## config.mk

```make
export PLATFORM = sky130hd
export DESIGN_NAME = alu_ctrl
export DESIGN_NICKNAME = d
export VERILOG_FILES = /design/src/rtl/alu_pkg.sv /design/src/rtl/alu_regfile.sv /design/src/rtl/alu_ctrl.sv
export SDC_FILE = /design/constraint.sdc
export NUM_CORES = 1
export LEC_CHECK = 0
export ABC_AREA = 0
export CORE_ASPECT_RATIO = 2
export CORE_MARGIN = 4
export CORE_UTILIZATION = 30
export DETAILED_ROUTE_END_ITERATION = 8
export GPL_TIMING_DRIVEN = 0
export PLACE_DENSITY = 0.6
export SYNTH_ARGS = -nofsm -noshare
export SYNTH_HDL_FRONTEND = slang
export SYNTH_SLANG_ARGS = --single-unit
```

## constraint.sdc

```tcl
create_clock -name clk -period 1.8 [get_ports clk]
set_input_delay 0.36 -clock clk [delete_from_list [all_inputs] [get_ports clk]]
set_output_delay 0.36 -clock clk [all_outputs]
set_load 0.01 [all_outputs]
```

## src/rtl/alu_pkg.sv

```systemverilog
// Shared definitions for the ALU instruction controller: opcode constants and FSM state encoding.
package alu_pkg;

    localparam logic [1:0] ALUOP_ADD = 2'b00;
    localparam logic [1:0] ALUOP_SUB = 2'b01;
    localparam logic [1:0] ALUOP_AND = 2'b10;
    localparam logic [1:0] ALUOP_OR  = 2'b11;

    typedef enum logic [1:0] {
        ST_IDLE = 2'b00,
        ST_EXEC = 2'b01,
        ST_WB   = 2'b10
    } state_e;

endpackage

```

## src/rtl/alu_regfile.sv

```systemverilog
// Register file: one synchronous write port, two asynchronous operand read ports and one
// asynchronous debug read port. Every entry clears on reset.
module alu_regfile #(
    parameter int DW = 4,
    parameter int AW = 2
) (
    input  logic          clk,
    input  logic          rst,
    input  logic          we,
    input  logic [AW-1:0] waddr,
    input  logic [DW-1:0] wdata,
    input  logic [AW-1:0] ra1,
    output logic [DW-1:0] rd1,
    input  logic [AW-1:0] ra2,
    output logic [DW-1:0] rd2,
    input  logic [AW-1:0] dbg_addr,
    output logic [DW-1:0] dbg_data
);

    logic [DW-1:0] mem_q [2**AW];

    // NOTE: this array is reset because every register must read 0 straight after reset;
    // that forces flops rather than a RAM macro, which is fine at this size. State is
    // assigned with <= so that all flops sample pre-edge values.
    always_ff @(posedge clk or posedge rst) begin
        if (rst) begin
            for (int i = 0; i < 2**AW; i++) begin
                mem_q[i] <= '0;
            end
        end else if (we) begin
            mem_q[waddr] <= wdata;
        end
    end

    assign rd1      = mem_q[ra1];
    assign rd2      = mem_q[ra2];
    assign dbg_data = mem_q[dbg_addr];

endmodule

```

## src/rtl/alu_ctrl.sv

```systemverilog
// Instruction controller driving a downstream registered ALU (IDLE -> EXEC -> WB, LI skips EXEC).
// Optional zero/negative flags are compiled in when ALU_CTRL_FLAGS_EN is defined.
module alu_ctrl
    import alu_pkg::*;
#(
    parameter int DW = 4,
    parameter int AW = 2
) (
    input  logic          clk,
    input  logic          rst,
    input  logic          in_valid,
    output logic          in_ready,
    input  logic          in_li,
    input  logic [1:0]    in_op,
    input  logic [AW-1:0] in_rd,
    input  logic [AW-1:0] in_rs1,
    input  logic [AW-1:0] in_rs2,
    input  logic [DW-1:0] in_imm,
    output logic [DW-1:0] alu_a,
    output logic [DW-1:0] alu_b,
    output logic [1:0]    alu_op,
    input  logic [DW-1:0] alu_result,
    output logic          done,
    input  logic [AW-1:0] dbg_addr,
    output logic [DW-1:0] dbg_data,
    output logic          z_flag,
    output logic          n_flag
);

    state_e        state_q;
    logic [AW-1:0] rd_q;
    logic [DW-1:0] imm_q;
    logic          li_q;
    logic [DW-1:0] alu_a_q;
    logic [DW-1:0] alu_b_q;
    logic [1:0]    alu_op_q;
    logic          done_q;

    logic          accept;
    logic          rf_we;
    logic [DW-1:0] rf_wdata;
    logic [DW-1:0] rf_rd1;
    logic [DW-1:0] rf_rd2;

    assign in_ready = (state_q == ST_IDLE);
    assign accept   = in_valid && in_ready;
    assign rf_we    = (state_q == ST_WB);
    assign rf_wdata = li_q ? imm_q : alu_result;

    alu_regfile #(
        .DW (DW),
        .AW (AW)
    ) u_regfile (
        .clk      (clk),
        .rst      (rst),
        .we       (rf_we),
        .waddr    (rd_q),
        .wdata    (rf_wdata),
        .ra1      (in_rs1),
        .rd1      (rf_rd1),
        .ra2      (in_rs2),
        .rd2      (rf_rd2),
        .dbg_addr (dbg_addr),
        .dbg_data (dbg_data)
    );

    // Operands are captured at the accept edge so they are stable for the whole EXEC cycle
    // and the ALU registers its result at the EXEC->WB edge.
    always_ff @(posedge clk or posedge rst) begin
        if (rst) begin
            state_q  <= ST_IDLE;
            rd_q     <= '0;
            imm_q    <= '0;
            li_q     <= 1'b0;
            alu_a_q  <= '0;
            alu_b_q  <= '0;
            alu_op_q <= ALUOP_ADD;
            done_q   <= 1'b0;
        end else begin
            case (state_q)
                ST_IDLE: begin
                    done_q <= 1'b0;
                    if (accept) begin
                        rd_q  <= in_rd;
                        imm_q <= in_imm;
                        li_q  <= in_li;
                        if (in_li) begin
                            state_q <= ST_WB;
                            done_q  <= 1'b1;
                        end else begin
                            state_q  <= ST_EXEC;
                            alu_a_q  <= rf_rd1;
                            alu_b_q  <= rf_rd2;
                            alu_op_q <= in_op;
                        end
                    end
                end
                ST_EXEC: begin
                    state_q <= ST_WB;
                    done_q  <= 1'b1;
                end
                ST_WB: begin
                    state_q <= ST_IDLE;
                    done_q  <= 1'b0;
                end
                default: begin
                    state_q <= ST_IDLE;
                    done_q  <= 1'b0;
                end
            endcase
        end
    end

    assign alu_a  = alu_a_q;
    assign alu_b  = alu_b_q;
    assign alu_op = alu_op_q;
    assign done   = done_q;

`ifdef ALU_CTRL_FLAGS_EN
    logic z_q;
    logic n_q;

    always_ff @(posedge clk or posedge rst) begin
        if (rst) begin
            z_q <= 1'b0;
            n_q <= 1'b0;
        end else if (state_q == ST_WB && !li_q) begin
            z_q <= (alu_result == '0);
            n_q <= alu_result[DW-1];
        end
    end

    assign z_flag = z_q;
    assign n_flag = n_q;
`else
    assign z_flag = 1'b0;
    assign n_flag = 1'b0;
`endif

endmodule

```

==> results of run 1 <==
## through the flow
stage / cells / setup TNS (ns)
after floorplan: 103 / 0
after global placement: 201 / -7.66
after detailed placement: 201 / -11.13
after CTS: 209 / 0
after global routing: 209 / 0
final: 209 / 0
## cell type report
type / count / area, um2 / area share, %
sequential: 36 / 901 / 37.6
multi-input combinational: 61 / 863 / 36.0
timing repair buffer: 38 / 355 / 14.8
clock buffer: 7 / 153 / 6.37
tap: 61 / 76.3 / 3.18
buffer: 5 / 45.0 / 1.88
inverter: 1 / 3.75 / 0.157
## per-layer routing
layer  up-vias  GRT usage, %  wire length [um]
li1        476             -                 -
met3         7          3.53               173
met1       533          11.7              1310
met5         -             0                 0
met4         0          4.98                89
met2        34          19.7              2070
## worst register-to-register path: cells and delay by family (launching register included)
kind / cells / cell delay, ns
buffers and inverters: 2 / 0.37
and+or+nand+nor: 1 / 0.35
DFF: 1 / 0.38
muxes: 1 / 0.31
## power groups by stage
stage	sequential, mW	combinational [mW]	clock, mW
4_1_cts	1.38	1.25	0.899
2_1_floorplan	1.37	0.743	0
3_3_place_gp	1.36	1.22	0
5_1_grt	1.44	1.30	0.938
3_5_place_dp	1.40	1.25	0
6_report	1.38	1.21	0.876
## worst max-delay path by stage
stage / end / slack [ns] / cells past startpoint
after floorplan: alu_a[0]$_DFFE_PP0P_ / 0.39 / 4
after global placement: dbg_data[1] / -0.65 / 3
after detailed placement: dbg_data[1] / -0.64 / 3
after CTS: dbg_data[3] / 0.0002 / 2
after global routing: dbg_data[2] / 0.02 / 2
final: dbg_data[2] / 0.05 / 2
## synthesized netlist by cell type, drive strengths merged
master and instances:
dfrtp 36, mux2 36, mux4 12, buf 5, nor2 3, and4bb 2
nor4b 2, a21oi 1, and4b 1, conb 1, inv 1, nor3b 1
o21ba 1
## registers in the layout, summed over array words and instances (netlist names)
name,count
rd_q,2
imm_q,4
u_regfile.mem_q,16
alu_b,4
done,1
alu_a,4
state_q,2
alu_op,2
li_q,1
## logic make-up after synthesis
logic type             Yosys count  share of synthesized area [%]
buffers and inverters            6                           2.70
AND/OR/NAND/NOR                  9                           6.22
multiplexers                    48                           40.2
other                            1                          0.207
AO/OA/AOI/OAI                    2                          0.830
flip-flops                      36                           49.8
## what timing repair did
action / in CTS / in global routing
buffers inserted: 1 / 0
hold buffers: 0 / 0
setup endpoints to repair: 5 / 4
resized for setup: 13 / 5
==> flow_metrics.tcl, run 1 <==
set metrics [dict create \
    clk_pin_slew_worst_paths_ns 0.05 \
    grt_first_pass_wirelength_mm 6.25 \
    post_dp_cell_area_mm2 0.00226 \
    dr.pass1.iters 3 \
    startpoint "u_regfile.mem_q[2]$_DFFE_PP0P_" \
    required_ns 1.44 \
    yosysSeqAreaShare_pct 49.8 \
    htreeDepth 2 \
    die_w_um 62.9 \
    critPathLaunchType "flop" \
    synth_top_cell_by_area "dfrtp_1" \
    cp_top_family "multiplexers" \
    endpoint_kind "output pin" \
    slowest_stage "mux4_2" \
    fp.dieH_um 118 \
    routed_wl_mm 3.64 \
    fin_crit_sh_pct 97.0 \
    path_cells "mux4_2 -> clkdlybuf4s15_1" \
    rrSetupSlack_ns 0.26 \
    gp_congestion 0.693 \
    synthToLayoutAreaGrowth_pct 32.5 \
    grtUsageTotal_pct 11.1 \
    io_buffer_count 37 \
    power_frac_comb_pct 35.0 \
    holdPathStages 1 \
    grt_overflow 0 \
    swShare_pct 26.7 \
    slowest_delay_ns 0.47 \
    whs_endpoint "alu_a[3]$_DFFE_PP0P_" \
    pre_cts_ws_ns -0.640 \
    avgSynthCellArea_um2 17.7 \
    vias_per_cell 5.02 \
    final_common_cell "dfrtp_1" \
    power.share.clock_pct 25.3 \
    yosys_warnings 0 \
    critical_path_class "reg2out" \
    ir_drop_mv 0.485 \
    p_int_mw 2.54 \
    status "finished clean" \
    ys_seq_elements 36 \
    rows 39 \
    ys_types 16 \
    drc 0 \
    ios 40 \
    slew_headroom_pct 51.1 \
    vias 1050 \
    p_per_area_mw_per_mm2 1450 \
    grt_max_degree 37 \
    fin_nets 170 \
    post-route-util_pct 41.3 \
    power_frac_seq_pct 39.8 \
    drtIter0Drc 31 \
    synth.top_cell.area_share_pct 49.8 \
    fillCellCount 524 \
    rr_endpoint "alu_a[1]$_DFFE_PP0P_" \
    drive_above_1_share_pct 47.3 \
    slew_violations 0 \
    dieArea_mm2 0.00741 \
    syn_inst 102 \
    worst_hold_slack_ns 0.507 \
    dp_hpwl_mm 2.81 \
    clk_path_buf_depth 2 \
    maxClockFrequency_mhz 573 \
    clockRootBuffer "clkbuf_16" \
    clock_skew_ns 0.00189 \
    maxCapViolCount 0 \
    r2r-start "state_q[1]$_DFFE_PP0P_" \
    start_util_pct 31.2 \
    final_cell_mix "dfrtp_1, clkdlybuf4s50_1, mux2_2, mux2_4, mux4_2" \
    worstPathArrival_ns 1.39 \
    num_antenna_cells 0 \
    design_area_mm2 0.00240 \
    cts_tree "done" \
    critPathBufInv 1 \
    antenna_found_initial 0 \
    leakage_nw 1.02 \
    min_path_type "reg2reg" \
    grt_pass1_vias 1198 \
    hold_viol 0 \
    rr_worst_depth 4 \
    ant_nets 0 \
    power.total_mw 3.47 \
    worstPathMaxFanout 4 \
    p_switching_uw 927 \
    worst_pin_slew_ns 0.733 \
    cts_buffers 5 \
    coreArea_mm2 0.00581 \
    cts.sinks 36 \
    fin_ws_ns 0.0544 \
    setup_viol 0 \
    avgRoutedWirePerCell_um 17.4 \
    post_synth_main_area_contributors "dfrtp_1, mux4_2, mux2_2, mux2_4, nor4b_4" \
    clk_latency_ns 0.27 \
    syn_area_mm2 0.00181 \
    rsz0062_at_grt "false" \
    hold_start "alu_a[3]$_DFFE_PP0P_" \
    post-route-min-period_ns 1.75 \
]
Power figures use the tool's default switching activity.
==> inputs of run 2 (changes only) <==
- CTS_CLUSTER_SIZE: default -> 10
- RECOVER_POWER: default -> 100
==> run 2 against run 1 <==
Against the previous run:
- non-clock buffer count unchanged
- total power down 4.8%
- sequential share of layout area up 1.1 points
- first-iteration DRC count down 39%
- fmax about the same
- combinational power down 12%
- via count up 0.29%
- critical path depth unchanged
- global-route usage unchanged
- worst hold slack worse by 0.030 ns
==> flow_metrics.tcl, run 2 (synthesis gave the netlist of run 1 again) <==
set metrics [dict create \
    swShare_pct 27.4 \
    clk_path_buf_depth 2 \
    ir_drop_mv 0.484 \
    antenna_found_initial 0 \
    fin_ws_ns 0.0560 \
    drive_above_1_share_pct 35.1 \
    dp_cells 201 \
    maxClockFrequency_mhz 573 \
    cts.sinks 36 \
    slew_headroom_pct 51.2 \
    slew_violations 0 \
    avgRoutedWirePerCell_um 17.3 \
    required_ns 1.44 \
    ant_nets 0 \
    dieArea_mm2 0.00741 \
    top_register "u_regfile.mem_q" \
    cts_buffers 5 \
    drtIter0Drc 19 \
    dp_hpwl_mm 2.81 \
    cp_top_family "multiplexers" \
    post-route-min-period_ns 1.74 \
    status "finished clean" \
    rows 39 \
    routed_wl_mm 3.61 \
    hold_viol 0 \
    clk_latency_ns 0.27 \
    power.total_mw 3.30 \
    rrSetupSlack_ns 0.10 \
    p_per_area_mw_per_mm2 1420 \
    vias_per_cell 5.04 \
    design_area_mm2 0.00233 \
    clock_skew_ns 0.00244 \
    critPathLaunchType "flop" \
    synthToLayoutAreaGrowth_pct 28.8 \
    maxCapViolCount 0 \
    leakage_nw 0.974 \
    io_buffer_count 37 \
    rsz0062_at_grt "false" \
    critPathBufInv 1 \
    slowest_delay_ns 0.47 \
    gp_congestion 0.693 \
    grtUsageTotal_pct 11.1 \
    power.share.clock_pct 26.5 \
    setup_viol 0 \
    start_util_pct 31.2 \
    largest_reg_flops 16 \
    p_int_mw 2.40 \
    clk_pin_slew_worst_paths_ns 0.05 \
    grt_overflow 0 \
    worstPathArrival_ns 1.38 \
    p_switching_uw 904 \
    power_frac_seq_pct 41.3 \
    ios 40 \
    final_common_cell "dfrtp_1" \
    stdcell_count 209 \
    power_frac_comb_pct 32.2 \
    num_antenna_cells 0 \
    dr.pass1.iters 3 \
    final_cell_mix "dfrtp_1, mux2_2, clkdlybuf4s50_1, mux2_1, dlygate4sd3_1" \
    fin_nets 170 \
    slowest_stage "mux4_2" \
    fp.dieH_um 118 \
    cts_tree "done" \
    min_path_type "reg2reg" \
    post_dp_cell_area_mm2 0.00226 \
    worstPathMaxFanout 4 \
    clockRootBuffer "clkbuf_16" \
    grt_first_pass_wirelength_mm 6.25 \
    endpoint_kind "output pin" \
    grt_max_degree 37 \
    pre_cts_ws_ns -0.640 \
    drc 0 \
    vias 1053 \
    worst_pin_slew_ns 0.732 \
    coreArea_mm2 0.00581 \
    grt_pass1_vias 1198 \
    critical_path_class "reg2out" \
    fin_crit_sh_pct 96.9 \
    final.setup.tns_ns 0 \
    htreeDepth 2 \
    path_cells "mux4_2 -> clkdlybuf4s15_1" \
    die_w_um 62.9 \
]
## run 2: what timing repair did
| action | CTS | global route |
|---|---|---|
| hold buffers | 0 | 0 |
| setup endpoints to repair | 5 | 4 |
| buffers inserted | 1 | 0 |
| pin swaps | 0 | 0 |
| cloned | 0 | 0 |
| resized for setup | 13 | 5 |
## run 2: layout make-up
class                      instances  area [um2]
buffer                             5        42.5
clock buffer                       7         153
fill                             539        3480
inverter                           1        3.75
multi-input combinational         61         802
sequential                        36         901
tap                               61        76.3
timing repair buffer              38         352
## run 2: final timing paths
kind | endpoint | start | cells past startpoint
setup / recovery | dbg_data[2] | u_regfile.mem_q[2]$_DFFE_PP0P_ | 2
hold / removal | alu_a[0]$_DFFE_PP0P_ | alu_a[0]$_DFFE_PP0P_ | 1
setup reg to reg | u_regfile.mem_q[15]$_DFFE_PP0P_ | state_q[0]$_DFFE_PP0P_ | 3
hold reg to reg | alu_a[0]$_DFFE_PP0P_ | alu_a[0]$_DFFE_PP0P_ | 1
max in group asynchronous | alu_b[1]$_DFFE_PP0P_ | rst | 2
min in group asynchronous | done$_DFF_PP0_ | rst | 2
## run 2: routing by layer
metal  routed length [um]  track usage [%]  share of wire (%)  up-vias
li1                     -                -                  -      480
met1                 1320             11.7                 36      533
met2                 2040             19.7                 56       33
met3                  163             3.53                4.5        7
met4                   93             4.98                2.6        0
met5                    0                0                  0        -
## run 2: stage by stage
| step | hold slack [ns] | utilization [%] |
|---|---|---|
| detailed placement | 0.494 | 38.9 |
| finish | 0.476 | 40.1 |
| global placement | 0.493 | 38.9 |
| CTS | 0.512 | 41.5 |
| floorplan | 0.476 | - |
| global route | 0.493 | 40.1 |
## run 2: worst register-to-register path: stages, from the launching register on
cell and delay [ns]:
dfrtp_1 0.35, clkbuf_2 0.19, nor4b_2 0.63, mux2_2 0.41
## run 2: power groups by stage
| stage | Sequential, mW | Combinational (mW) | Clock, mW |
|---|---|---|---|
| final | 1.36 | 1.06 | 0.876 |
| after global routing | 1.42 | 1.15 | 0.938 |
| after global placement | 1.36 | 1.22 | 0 |
| after detailed placement | 1.40 | 1.25 | 0 |
| after floorplan | 1.37 | 0.743 | 0 |
| after CTS | 1.38 | 1.25 | 0.899 |
